[src/rtl/sdr_decoder_mx_if.sv]
// Serial SDR digit bus into the decoder and reconstructed-word bus out of it.
// The master drives the digit streams; the slave (decoder) returns the words.
interface sdr_decoder_mx_if #(
  parameter int unsigned LANES = 8,
  parameter int unsigned OUT_W = 9
);
  logic                   enable;
  logic                   frame_start;
  logic                   budget;
  logic [LANES-1:0]       output_stream;
  logic [LANES-1:0]       sign_stream;
  logic                   out_valid;
  logic [LANES*OUT_W-1:0] out_data;
  logic [LANES-1:0]       budget_err;
  logic                   frame_drop;

  modport master (
    output enable, frame_start, budget, output_stream, sign_stream,
    input  out_valid, out_data, budget_err, frame_drop
  );

  modport slave (
    input  enable, frame_start, budget, output_stream, sign_stream,
    output out_valid, out_data, budget_err, frame_drop
  );
endinterface

[src/rtl/sdr_decoder_mx.sv]
// Eight-lane bit-serial signed-digit decoder: MSD-first shift-and-add per lane,
// with a per-lane nonzero-digit budget check on every completed word.
module sdr_decoder_mx #(
  parameter int unsigned LANES  = 8,
  parameter int unsigned DIGITS = 8,
  parameter int unsigned OUT_W  = DIGITS + 1
) (
  input logic             clk,
  input logic             reset,
  sdr_decoder_mx_if.slave bus
);
  localparam int unsigned NZ_W  = $clog2(DIGITS + 1);
  localparam int unsigned CNT_W = $clog2(DIGITS + 1);

  typedef enum logic [0:0] {IDLE, ACCUM} state_t;

  state_t                  state;
  logic [CNT_W-1:0]        cnt;
  logic                    budget_q;
  logic signed [OUT_W-1:0] acc     [LANES];
  logic [NZ_W-1:0]         nz      [LANES];

  logic signed [OUT_W-1:0] dig_ext  [LANES];
  logic signed [OUT_W-1:0] acc_next [LANES];
  logic [NZ_W-1:0]         nz_first [LANES];
  logic [NZ_W-1:0]         nz_next  [LANES];
  logic [NZ_W-1:0]         limit;

  // Per-lane digit value (+1/-1/0) and the shift-and-add / count step it implies.
  always_comb begin
    for (int i = 0; i < LANES; i++) begin
      dig_ext[i]  = '0;
      if (bus.output_stream[i]) begin
        dig_ext[i] = bus.sign_stream[i] ? -OUT_W'(1) : OUT_W'(1);
      end
      acc_next[i] = (acc[i] <<< 1) + dig_ext[i];
      nz_first[i] = NZ_W'(bus.output_stream[i]);
      nz_next[i]  = nz[i] + nz_first[i];
    end
    limit = budget_q ? NZ_W'(3) : NZ_W'(2);
  end

  always_ff @(posedge clk) begin
    if (reset) begin
      state          <= IDLE;
      cnt            <= '0;
      budget_q       <= 1'b0;
      bus.out_valid  <= 1'b0;
      bus.out_data   <= '0;
      bus.budget_err <= '0;
      bus.frame_drop <= 1'b0;
      for (int i = 0; i < LANES; i++) begin
        acc[i] <= '0;
        nz[i]  <= '0;
      end
    end else begin
      bus.out_valid  <= 1'b0;
      bus.frame_drop <= 1'b0;
      // A frame_start on any enabled cycle (re)loads all lanes with the MSD.
      if (bus.enable && bus.frame_start) begin
        if (state == ACCUM) begin
          bus.frame_drop <= 1'b1;
        end
        state    <= ACCUM;
        cnt      <= CNT_W'(1);
        budget_q <= bus.budget;
        for (int i = 0; i < LANES; i++) begin
          acc[i] <= dig_ext[i];
          nz[i]  <= nz_first[i];
        end
      end else if (bus.enable && state == ACCUM) begin
        for (int i = 0; i < LANES; i++) begin
          acc[i] <= acc_next[i];
          nz[i]  <= nz_next[i];
        end
        if (cnt == CNT_W'(DIGITS - 1)) begin
          // Last digit: publish the word and free IDLE for a zero-bubble restart.
          state         <= IDLE;
          cnt           <= '0;
          bus.out_valid <= 1'b1;
          for (int i = 0; i < LANES; i++) begin
            bus.out_data[i*OUT_W +: OUT_W] <= acc_next[i];
            bus.budget_err[i]              <= (nz_next[i] > limit);
          end
        end else begin
          cnt <= cnt + CNT_W'(1);
        end
      end
    end
  end
endmodule

[src/flat_wrapper.sv]
// flat-port wrapper written by rule: the top's interface ports become plain ports
module sdr_decoder_mx_flat 
#(
  parameter int unsigned LANES  = 8,
  parameter int unsigned DIGITS = 8,
  parameter int unsigned OUT_W  = DIGITS + 1
)
  (clk, reset, bus_enable, bus_frame_start, bus_budget, bus_output_stream, bus_sign_stream, bus_out_valid, bus_out_data, bus_budget_err, bus_frame_drop);
  sdr_decoder_mx_if #(.LANES(LANES), .OUT_W(OUT_W)) bus_i ();
  input logic clk;
  input logic reset;
  input wire logic [$bits(bus_i.enable)-1:0] bus_enable;
  input wire logic [$bits(bus_i.frame_start)-1:0] bus_frame_start;
  input wire logic [$bits(bus_i.budget)-1:0] bus_budget;
  input wire logic [$bits(bus_i.output_stream)-1:0] bus_output_stream;
  input wire logic [$bits(bus_i.sign_stream)-1:0] bus_sign_stream;
  output wire logic [$bits(bus_i.out_valid)-1:0] bus_out_valid;
  output wire logic [$bits(bus_i.out_data)-1:0] bus_out_data;
  output wire logic [$bits(bus_i.budget_err)-1:0] bus_budget_err;
  output wire logic [$bits(bus_i.frame_drop)-1:0] bus_frame_drop;
  assign bus_i.enable = bus_enable;
  assign bus_i.frame_start = bus_frame_start;
  assign bus_i.budget = bus_budget;
  assign bus_i.output_stream = bus_output_stream;
  assign bus_i.sign_stream = bus_sign_stream;
  assign bus_out_valid = bus_i.out_valid;
  assign bus_out_data = bus_i.out_data;
  assign bus_budget_err = bus_i.budget_err;
  assign bus_frame_drop = bus_i.frame_drop;
  sdr_decoder_mx #(.LANES(LANES), .DIGITS(DIGITS), .OUT_W(OUT_W)) u_core (.clk(clk), .reset(reset), .bus(bus_i));
endmodule
[config.mk]
export PLATFORM = sky130hd
export DESIGN_NAME = sdr_decoder_mx_flat
export DESIGN_NICKNAME = d
export VERILOG_FILES = /design/src/rtl/sdr_decoder_mx_if.sv /design/src/rtl/sdr_decoder_mx.sv /design/src/flat_wrapper.sv
export SDC_FILE = /design/constraint.sdc
export NUM_CORES = 1
export LEC_CHECK = 0
export ABC_AREA = 1
export CORE_ASPECT_RATIO = 0.5
export CORE_MARGIN = 2
export CORE_UTILIZATION = 55
export DETAILED_ROUTE_END_ITERATION = 7
export HOLD_SLACK_MARGIN = 0.12
export PLACE_DENSITY = 0.78
export SLEW_MARGIN = 30
export SYNTH_ARGS = -nofsm -noshare
export SYNTH_HDL_FRONTEND = slang
export SYNTH_SLANG_ARGS = --single-unit
[constraint.sdc]
create_clock -name clk -period 5.3 [get_ports clk]
set_clock_uncertainty 0.1 [all_clocks]
set_input_delay 0.53 -clock clk [delete_from_list [all_inputs] [get_ports clk]]
set_output_delay 0.53 -clock clk [all_outputs]
set_load 0.005 [all_outputs]
Word-level counts from Yosys, hierarchy flattened
Memories as Yosys holds them, arrays and structs flattened.
Cells that the tools add are included.

storage, ports and cells
  register bits after elaboration = 88
  latch bits = 0
  bits in writable memories = 104
  ROM bits = 0
  bits of input ports = 21
  output and inout bits = 82
  logic and storage cells = 145
  memories kept = 2

memories
  memory      words  bits a word  rd ports  clocked after Yosys merged registers in  write ports  RTL line              RTL
  u_core.acc  8      9            8         0                                        8            sdr_decoder_mx.sv:20  logic signed [OUT_W-1:0] acc [LANES];
  u_core.nz   8      4            8         0                                        8            sdr_decoder_mx.sv:21  logic [NZ_W-1:0] nz [LANES];

operators by class
  add/subtract/negate cells = 17
  multipliers = 0
  div/mod/pow operators = 0
  magnitude comparators = 8
  eq/ne operators = 1
  shift-type cells = 0
  mux-type cells = 66
  bitwise operators = 34
  reductions and logical operators = 9

operators with widths
  operator                                              count
  two-way mux 9 bit                                     32
  adder 9 bit                                           8
  two-way mux 4 bit                                     17
  adder 4 x 1 -> 4 bit                                  8
  greater-than comparator 4 bit                         8
  bitwise OR 1 bit                                      32
  two-way mux 1 bit                                     17
  adder 4 x 1 -> 4 bit (second input constant)          1
  equality test 4 x 3 -> 1 bit (second input constant)  1
  nonzero test 2 bit                                    2
  OR reduction 2 bit                                    2
  AND reduction 3 bit                                   1
  OR reduction 3 bit                                    1
  logical AND 1 bit                                     2
  NOT 1 bit                                             2
  AND reduction 2 bit                                   1

Longest topological paths before layout
Gate-level depths: netlist of run 1.

  depth in word-level cells = 6
  depth in mapped cells = 14

Worst setup path before layout of run 1
No wires, ideal clock.

  path kind = input to register
  from = input reset
  to = memory u_core.acc[0][0], enable pin
  setup time = 0.403 ns
  data arrival time = 2.242 ns
  data required time = 4.797 ns
  path slack = 2.555 ns
  stages = 5
  path buffers = 2
  path through = buf_2 -> nor2_1 -> inv_1 -> buf_2 -> nand2_1

RTL lines
  what             RTL line              RTL
  start, declared  flat_wrapper.sv:11    input logic reset;
  end, declared    sdr_decoder_mx.sv:20

Final worst setup path of run 1
  from = input bus_enable
  to = register u_core.bus.out_data[60]

on the way
  word-level cells in the longest chain between the ends = 3
  elaborated cells between the ends (all ways) = 4
  classes of those cells = bitwise: 1; reduce/logical: 3

RTL lines
  what                             RTL line                 RTL
  start, declared                  flat_wrapper.sv:12       input wire logic [$bits(bus_i.enable)-1:0] bus_enable;
  logical AND 1 bit                sdr_decoder_mx.sv:60     if (bus.enable && bus.frame_start) begin
  NOT 1 bit (no line)              --
  AND reduction 3 bit (no line) *  --
  end signal, assigned by index    sdr_decoder_mx.sv:82     bus.out_data[i*OUT_W +: OUT_W] <= acc_next[i];
  end, declared                    sdr_decoder_mx_if.sv:24  output out_valid, out_data, budget_err, frame_drop

Mark *: on every way between the ends. The rest lies on a longest branch, timed or not.
A chain may end at the register's enable or synchronous reset.

==> results.py, run 1 <==
metrics = {
    "timing": {
        "setup_tns_ps": 0,
        "worstMarginPinSlew_ps": 927,
        "maxSlewViolCount": 0,
        "worst_slack_ps": 2170,
        "timing.final.crit_share_pct": 59.1,
        "slew_headroom_pct": 38.1,
        "hold_viol_final": 0,
        "fmax_mhz": 319,
        "finalSetupViolCount": 0,
        "period_needed_ps": 3130,
        "rsz0062_at_grt": "false",
    },
    "clock_network": {
        "clock-root-buffer": "clkbuf_16",
        "clock-sinks": 184,
        "clock_latency_ps": 430,
        "cts_max_level": 4,
        "clockBufferDepth": 2,
        "cts_hold_buf": 0,
        "ctsResizeCount": 0,
        "numCtsBuffers": 17,
        "cts_tree": "done",
        "path_clk_slew_ps": 70,
        "cts_setup_buffers": 0,
    },
    "die": {
        "fp.dieW_um": 194,
        "rows": 34,
        "core_area_um2": 17500,
        "start_util_pct": 56.7,
        "die_h_um": 98.9,
        "pin_count": 103,
        "die_area_um2": 19200,
    },
    "critical_path": {
        "critPathRequiredTime_ps": 5570,
        "max_stage_delay_ps": 570,
        "cp_common_cell": "inv_2",
        "rr_startpoint": "u_core.state",
        "cp-start-kind": "input port",
        "cp-end-kind": "flip-flop",
        "crit_type": "input port to flip-flop",
        "cp_top_family": "simple AND/OR/NAND/NOR gates",
        "crit_buf_inv": 5,
        "arrival_ps": 3410,
        "cp_slowest_cell": "nor2_4",
        "path_max_fanout": 42,
        "rrSetupSlack_ps": 2340,
        "timing.rr.end": "u_core.bus.out_data[60]",
        "path_cells": "clkdlybuf4s50_1 > nand2_2 > nor2_4 > inv_2 > nor2_4 > inv_2 > nor2_2 > inv_2 > nand2_1 > o21ai_1 > inv_1",
        "worstRegToRegCells": 10,
    },
    "power": {
        "p_sw_share_pct": 26.4,
        "irDropWorstVdd_mv": 0.236,
        "switchingPower_uw": 872,
        "p_per_area_nw_per_um2": 283,
        "pwr-share-seq_pct": 48.0,
        "p_leak_nw": 5.72,
        "intPower_mw": 2.43,
        "pwr-share-comb_pct": 11.7,
        "total_power_mw": 3.30,
        "p_clk_share_pct": 40.3,
    },
    "final_layout": {
        "final_common_cell": "nand2_1",
        "final_layout_size_suffix_gt1_share_pct": 4.98,
        "syn2layout_area_growth_pct": 17.8,
        "fill_cells": 1489,
        "nNetsFinal": 1409,
        "post-route-util_pct": 66.8,
        "diodes": 0,
        "layout_common_cells": "nand2_1, inv_1, nand3_1",
    },
    "synthesis": {
        "synth_top_family_by_area": "simple AND/OR/NAND/NOR gates",
        "muxShareOfSynthArea_pct": 0,
        "yosysWarnings": 0,
        "syn_nets": 1319,
        "synth-edff-count": 93,
        "synth.distinct_cells": 39,
        "synth_compound_area_share_pct": 9.23,
        "postSynthCellCount": 1263,
        "ys_ff_latch": 184,
        "ys.flop_type": "edfxtp_1",
        "synthAdderAreaFrac_pct": 4.50,
        "ys_async_sr_fraction_pct": 0,
        "synth_seq_area_share_pct": 46.6,
        "yosys.area_share.simple_pct": 25.2,
        "synth_xor_area_share_pct": 4.95,
        "avgSynthCellArea_um2": 7.84,
        "syn_area_um2": 9910,
    },
    "grt": {
        "grt_first_pass_wirelength_um": 39600,
        "antenna_found_initial": 0,
        "grt-ovfl-total": 0,
        "gr-usage-all-layers_pct": 25.6,
        "grt_max_degree": 67,
        "grt_pass1_vias": 8343,
    },
    "placement": {
        "gp_congestion": 0.875,
        "portBuffers": 102,
        "dp.final_hpwl_um": 16600,
        "pre_cts_ws_ps": 1790,
    },
    "drt": {
        "first_pass_iters": 5,
        "drc": 0,
        "drt_iter0_drc": 570,
        "postRouteAntennaNets": 0,
        "via_per_inst": 5.35,
        "routedWlPerCell_um": 14.9,
        "totalWireLength_um": 23800,
        "vias": 8557,
    },
    "job": {
        "cap_violations": 0,
    },
    "worst_hold_path": {
        "hold_path_class": "flip-flop to flip-flop",
        "hold_end": "u_core.bus.out_data[33]",
        "holdPathStages": 2,
        "hold_start": "u_core.bus.out_data[33]",
    },
    "outcome": {
        "outcome": "finished clean",
    },
}
metal layers:
metal	GRT usage, %	vias up	wire length [µm]
li1	-	4250	-
met1	33.2	4018	10800
met3	4.65	37	1450
met2	44.3	252	11200
met5	0	-	0
met4	7.46	0	406
state kept, by name, summed over array words and instances, names as in the netlist:
name                   count
u_core.bus.frame_drop      1
u_core.bus.out_valid       1
u_core.budget_q            1
u_core.bus.budget_err      8
u_core.bus.out_data       72
u_core.acc                64
u_core.nz                 32
u_core.cnt                 4
u_core.state               1
worst reg2reg max path, delay by kind of cell (launching register included):
family / cells / cell delay (ps)
buffers and inverters: 4 / 760
AO/OA/AOI/OAI: 1 / 90
AND/OR/NAND/NOR: 5 / 1550
flip-flops: 1 / 420
per-stage QoR:
stage / cell area, µm² / hold slack [ps] / std cells
finish: 11700 / 355 / 1600
floorplan: 9910 / 322 / 1263
global route: 11700 / 372 / 1600
CTS: 11700 / 357 / 1600
detailed placement: 11100 / 343 / 1568
global placement: 11000 / 340 / 1568
logic make-up after synthesis:
family                   after synthesis
adder cells (fa/ha/maj)               35
AO/OA/AOI/OAI                        163
buffers and inverters                228
XOR/XNOR                              56
flip-flops                           184
AND/OR/NAND/NOR                      597
Yosys cell counts, types with 3 or more instances:
library cell | instances | share of area, %
a21oi_1 | 38 | 1.9
a41o_1 | 3 | 0.30
buf_2 | 19 | 0.96
buf_4 | 6 | 0.45
buf_6 | 5 | 0.57
clkbuf_1 | 7 | 0.27
dfxtp_1 | 91 | 18
edfxtp_1 | 93 | 28
ha_1 | 34 | 4.3
inv_1 | 182 | 6.9
inv_2 | 7 | 0.27
nand2_1 | 367 | 14
nand2_2 | 11 | 0.69
nand3_1 | 103 | 5.2
nand3b_1 | 4 | 0.30
nand4_1 | 8 | 0.51
nor2_1 | 93 | 3.5
nor2_4 | 3 | 0.34
o211ai_1 | 9 | 0.68
o21ai_0 | 63 | 3.2
o21ai_1 | 26 | 1.3
o22ai_1 | 8 | 0.51
o31ai_1 | 8 | 0.61
xnor2_1 | 13 | 1.1
xor2_1 | 43 | 3.8
layout make-up:
class                   count  area (µm²)  share of cell area, %
inverters                 190         713                   6.11
multi-input cells         851        4360                   37.3
repair buffers            109        1070                   9.20
flip-flops and latches    184        4610                   39.5
clock buffers              23         522                   4.47
clock inverters             9        96.3                  0.825
well taps                 234         293                   2.51
power by group through the flow:
stage	clock, mW	sequential (mW)	combinational [mW]
global route	1.41	1.59	0.436
floorplan	0	1.61	0.279
finish	1.33	1.58	0.385
detailed placement	0	1.61	0.376
CTS	1.34	1.58	0.382
global placement	0	1.61	0.365
worst max path at each step:
| stage | from | endpoint | slack, ps | cells past startpoint |
|---|---|---|---|---|
| after floorplan | reset | u_core.acc[0][0] | 2550 | 5 |
| after global placement | bus_enable | u_core.bus.out_data[53] | 1880 | 11 |
| after detailed placement | bus_enable | u_core.bus.out_data[60] | 1790 | 11 |
| after CTS | bus_enable | u_core.bus.out_data[60] | 2210 | 11 |
| after global routing | bus_enable | u_core.bus.out_data[14] | 1970 | 11 |
| final | bus_enable | u_core.bus.out_data[60] | 2170 | 11 |
No activity file was read; power rests on OpenSTA's default activity.
==> inputs of run 2 (changes only) <==
Settings changed: CORE_UTILIZATION 55 to 52, PLACE_DENSITY 0.78 to 0.77.
Clock period 5.3 ns to 2.5 ns, I/O delays scaled along.
==> run 2 against run 1 <==
- combinational power grew 120%
- final area grew 2.4%
- sequential power grew 110%
- power grew 110%
- critical endpoint is now u_core.bus.out_data[49]
- global-route usage grew 0.19 points
- final cell count grew 3.6%
- largest cell class unchanged
- hold slack lost 26 ps
- critical path depth shrank 3
- via count grew 1.7%
- critical path type is now flip-flop to flip-flop
- core utilization shrank 2.3 points
- clock power grew 97%
- register-to-register slack lost 2100 ps
==> results.py, run 2 (synthesized netlist as in run 1, its figures left out) <==
metrics = {
    "timing": {
        "slew_headroom_pct": 45.6,
        "worst_slack_ps": 258,
        "worstMarginPinSlew_ps": 815,
        "fmax_mhz": 446,
        "timing.final.crit_share_pct": 89.7,
        "finalSetupViolCount": 0,
        "rsz0062_at_grt": "false",
        "period_needed_ps": 2240,
        "hold_viol_final": 0,
        "maxSlewViolCount": 0,
    },
    "grt": {
        "gr-usage-all-layers_pct": 25.8,
        "grt_max_degree": 67,
        "grt_pass1_vias": 8720,
        "antenna_found_initial": 0,
        "grt_first_pass_wirelength_um": 41000,
        "grt-ovfl-total": 0,
    },
    "die": {
        "pin_count": 103,
        "core_area_um2": 18500,
        "die_h_um": 102,
        "start_util_pct": 53.5,
        "die_area_um2": 20200,
        "fp.dieW_um": 199,
        "rows": 35,
    },
    "clock_network": {
        "clockBufferDepth": 2,
        "cts_setup_buffers": 0,
        "cts_max_level": 4,
        "clock_latency_ps": 440,
        "cts_hold_buf": 0,
        "numCtsBuffers": 17,
        "ctsResizeCount": 0,
        "clock-root-buffer": "clkbuf_16",
        "cts_tree": "done",
        "clock-sinks": 184,
        "path_clk_slew_ps": 80,
    },
    "drt": {
        "first_pass_iters": 5,
        "vias": 8706,
        "drc": 0,
        "routedWlPerCell_um": 14.8,
        "via_per_inst": 5.25,
        "postRouteAntennaNets": 0,
        "totalWireLength_um": 24600,
        "drt_iter0_drc": 512,
    },
    "final_layout": {
        "reg_top3": "u_core.bus.out_data x72, u_core.acc x64, u_core.nz x32",
        "final_layout_size_suffix_gt1_share_pct": 7.29,
        "nNetsFinal": 1442,
        "diodes": 0,
        "layout_common_cells": "nand2_1, inv_1, nand3_1",
        "final_common_cell": "nand2_1",
        "syn2layout_area_growth_pct": 20.6,
        "post-route-util_pct": 64.5,
        "largest_reg_flops": 72,
        "instances_no_fill": 1658,
        "largest_register": "u_core.bus.out_data",
    },
    "critical_path": {
        "rrSetupSlack_ps": 260,
        "path_max_fanout": 42,
        "critPathRequiredTime_ps": 2750,
        "worstRegToRegCells": 8,
        "max_stage_delay_ps": 660,
        "cp-start-kind": "flip-flop",
        "cp_slowest_cell": "clkinv_2",
        "path_cells": "nand2_2 > nor2_4 > inv_2 > nor2_4 > inv_2 > nor2_2 > clkinv_2 > a22oi_2",
        "cp-end-kind": "flip-flop",
        "arrival_ps": 2490,
        "crit_type": "flip-flop to flip-flop",
    },
    "power": {
        "p_per_area_nw_per_um2": 573,
        "irDropWorstVdd_mv": 0.511,
        "p_leak_nw": 5.88,
    },
    "placement": {
        "portBuffers": 102,
        "gp_congestion": 0.950,
        "dpl.cell_count": 1626,
        "pre_cts_ws_ps": -37.3,
        "dp.final_hpwl_um": 17200,
    },
    "job": {
        "cap_violations": 0,
    },
    "worst_hold_path": {
        "hold_path_class": "input port to flip-flop",
        "holdPathStages": 3,
    },
    "outcome": {
        "outcome": "finished clean",
    },
}
-- run 2: changes by cell type in the layout (fill, tap and decap cells not counted), sizes merged --
cell    delta
clkinv     +1
bufinv     -1
buf       +33
inv        +5
clkbuf     -5
-- run 2: critical path: cells and delay by family (launching register included) --
family | cells | cell delay, ps
flip-flops | 1 | 400
AND/OR/NAND/NOR | 4 | 470
AO/OA/AOI/OAI | 1 | 400
buffers and inverters | 3 | 780
-- run 2: path summary, 6_finish.rpt --
path,startpoint,to
hold / removal,bus_budget,u_core.budget_q
hold reg to reg,u_core.bus.out_data[32],u_core.bus.out_data[32]
setup reg to reg,u_core.state,u_core.bus.out_data[49]
setup / recovery,u_core.state,u_core.bus.out_data[49]
-- run 2: final cells by class --
class	instances	area, µm²
Clock inverter	14	128
Multi-Input combinational cell	851	4350
Tap cell	259	324
Timing Repair Buffer	142	1380
Clock buffer	18	429
Sequential cell	184	4610
Inverter	190	714
Fill cell	1563	6580
-- run 2: per-stage QoR --
stage	setup TNS [ps]	instance area, µm²	power (mW)	hold slack (ps)
2_1_floorplan	0	9910	3.99	253
3_3_place_gp	0	11400	4.22	336
3_5_place_dp	-37.3	11400	4.26	342
4_1_cts	0	11900	6.88	322
5_1_grt	0	11900	7.15	332
6_report	0	11900	6.84	329
-- run 2: layer usage --
layer  vias to the layer above  track usage, %  wire length [µm]
met5                         -               0                 0
met4                         0            9.36               330
met3                        43            5.53              1640
met2                       297            44.6             11700
met1                      4053            32.2             11000
li1                       4313               -                 -
-- run 2: report_power, final --
| group | switching (mW) | internal (mW) | total (mW) | leakage, nW |
|---|---|---|---|---|
| Clock | 1.30 | 1.32 | 2.62 | 0.274 |
| Combinational | 0.562 | 0.301 | 0.863 | 3.89 |
| Sequential | 0.0694 | 3.28 | 3.35 | 1.72 |
==> inputs of run 3 (changes only) <==
Settings changed: CORE_MARGIN 2 to default, GPL_ROUTABILITY_DRIVEN from default to 0, SLEW_MARGIN 30 to 20.
==> run 3 against run 2 <==
- maximum frequency rose by 7.6%
- clock-buffer cell count unchanged
- final cell count about the same
- flip-flop and latch count is the same
- sequential power is essentially flat
- combinational power down 1%
- power up 0.14%
- first-iteration DRC count fell by 7.0%
- worst setup slack better by 160 ps
- non-clock buffer count shrank 1
- hold slack worse by 28 ps
- critical path type is now input port to flip-flop
- critical endpoint is now u_core.acc[1][34]
==> results.py, run 3 (synthesized netlist as in run 1, its figures left out) <==
metrics = {
    "drt": {
        "totalWireLength_um": 24400,
        "drc": 0,
        "routedWlPerCell_um": 14.7,
        "first_pass_iters": 5,
        "via_per_inst": 5.24,
        "drt_iter0_drc": 476,
        "vias": 8682,
        "postRouteAntennaNets": 0,
    },
    "power": {
        "intPower_mw": 4.91,
        "p_clk_share_pct": 38.6,
        "p_per_area_nw_per_um2": 574,
        "pwr-share-comb_pct": 12.4,
        "switchingPower_mw": 1.94,
        "p_leak_nw": 5.87,
        "pwr-share-seq_pct": 49.0,
        "irDropWorstVdd_mv": 0.496,
        "p_sw_share_pct": 28.4,
    },
    "die": {
        "rows": 35,
        "start_util_pct": 53.5,
        "die_area_um2": 19600,
        "core_area_um2": 18500,
        "pin_count": 103,
        "fp.dieW_um": 197,
        "die_h_um": 99.6,
    },
    "final_layout": {
        "post-route-util_pct": 64.4,
        "ff_latch_area_um2": 4610,
        "nNetsFinal": 1441,
        "fin_area_um2": 11900,
        "final_common_cell": "nand2_1",
        "instances_no_fill": 1657,
        "largest_reg_flops": 72,
        "diodes": 0,
        "multi_input_area_um2": 4350,
        "fill_cells": 1531,
        "reg_top3": "u_core.bus.out_data x72, u_core.acc x64, u_core.nz x32",
        "layout_common_cells": "nand2_1, inv_1, nand3_1",
        "syn2layout_area_growth_pct": 20.4,
        "largest_register": "u_core.bus.out_data",
        "final_layout_size_suffix_gt1_share_pct": 7.22,
    },
    "grt": {
        "grt_first_pass_wirelength_um": 41300,
        "grt-ovfl-total": 0,
        "grt_max_degree": 67,
        "antenna_found_initial": 0,
        "grt_pass1_vias": 8575,
        "gr-usage-all-layers_pct": 26.4,
    },
    "timing": {
        "setup_tns_ps": 0,
        "worstMarginPinSlew_ps": 924,
        "hold_viol_final": 0,
        "slew_headroom_pct": 38.3,
        "rsz0062_at_grt": "false",
        "timing.final.crit_share_pct": 83.3,
        "fmax_mhz": 480,
        "period_needed_ps": 2080,
        "finalSetupViolCount": 0,
        "maxSlewViolCount": 0,
    },
    "critical_path": {
        "crit_type": "input port to flip-flop",
        "cp-end-kind": "flip-flop",
        "timing.rr.end": "u_core.acc[1][34]",
        "cp-start-kind": "input port",
        "cp_slowest_cell": "clkdlybuf4s50_1",
        "rrSetupSlack_ps": 510,
        "critPathRequiredTime_ps": 2590,
        "path_max_fanout": 4,
        "crit_buf_inv": 2,
        "worstRegToRegCells": 9,
        "cp_common_cell": "nand2_1",
        "max_stage_delay_ps": 490,
        "arrival_ps": 2170,
        "rr_startpoint": "u_core.acc[1][27]",
        "path_cells": "clkdlybuf4s50_1 > nand2_1 > clkinv_1 > nand2_1 > fa_1 > nand3b_1 > nor2_1 > nand2_1 > nand4_1 > nand2_1 > nand2_1 > nand2_1",
        "cp_top_family": "simple AND/OR/NAND/NOR gates",
    },
    "clock_network": {
        "numCtsBuffers": 17,
        "cts_setup_buffers": 0,
        "clock-root-buffer": "clkbuf_16",
        "cts_tree": "done",
        "clock-sinks": 184,
        "clockBufferDepth": 2,
        "clock_latency_ps": 440,
        "ctsResizeCount": 0,
        "path_clk_slew_ps": 70,
        "cts_hold_buf": 0,
        "cts_max_level": 4,
    },
    "placement": {
        "portBuffers": 102,
        "place_area_um2": 11400,
        "dp.final_hpwl_um": 16900,
        "dpl.cell_count": 1625,
    },
    "worst_hold_path": {
        "hold_path_class": "input port to flip-flop",
        "hold_end": "u_core.budget_q",
        "hold_start": "bus_budget",
        "holdPathStages": 3,
    },
    "outcome": {
        "outcome": "finished clean",
    },
    "job": {
        "cap_violations": 0,
    },
}
==> run 3: changes by cell type in the layout (fill, tap and decap cells not counted), sizes merged <==
cell	before	now
inv	198	199
clkinv	5	4
buf	40	39
==> run 3: worst reg2reg max path: cells and delay by family, from the launching register on <==
family,cells,cell delay (ps)
fa+ha+maj,1,400
flops,1,420
simple gates,8,830
==> run 3: how the worst max path moves through the flow <==
stage	from	to	slack, ps	cells past startpoint
after detailed placement	bus_sign_stream[7]	u_core.acc[1][34]	-40	12
after floorplan	reset	u_core.acc[0][0]	30	5
final	bus_sign_stream[7]	u_core.acc[1][34]	420	12
after global placement	bus_sign_stream[7]	u_core.acc[1][34]	120	12
after CTS	bus_sign_stream[7]	u_core.acc[1][34]	440	12
after global routing	bus_sign_stream[7]	u_core.acc[1][34]	270	12
==> run 3: area by class of cell <==
class                           instances  area share [%]
Tap cell                              259            2.72
Timing Repair Buffer                  141            11.4
Multi-Input combinational cell        851            36.5
Clock buffer                           18            3.60
Clock inverter                         14            1.11
Inverter                              190            5.98
Sequential cell                       184            38.7
==> run 3: metal layers <==
layer	global-route usage, %	routed length [µm]	up-vias
li1	-	-	4304
met1	34.3	10900	4081
met2	45.4	11800	257
met3	4.17	1360	40
met4	8.71	352	0
met5	0	0	-
==> run 3: per-stage QoR <==
step	hold WS (ps)	setup slack (ps)	power [mW]
floorplan	253	34.9	3.99
global placement	338	124	4.21
detailed placement	342	-37.2	4.25
CTS	303	440	6.89
global route	297	267	7.15
finish	301	417	6.85
==> run 3: power groups by stage <==
| stage | logic, mW | clock network, mW | registers [mW] |
|---|---|---|---|
| global route | 0.965 | 2.82 | 3.37 |
| CTS | 0.846 | 2.69 | 3.35 |
| finish | 0.852 | 2.64 | 3.36 |
| floorplan | 0.591 | 0 | 3.40 |
| global placement | 0.800 | 0 | 3.41 |
| detailed placement | 0.833 | 0 | 3.42 |
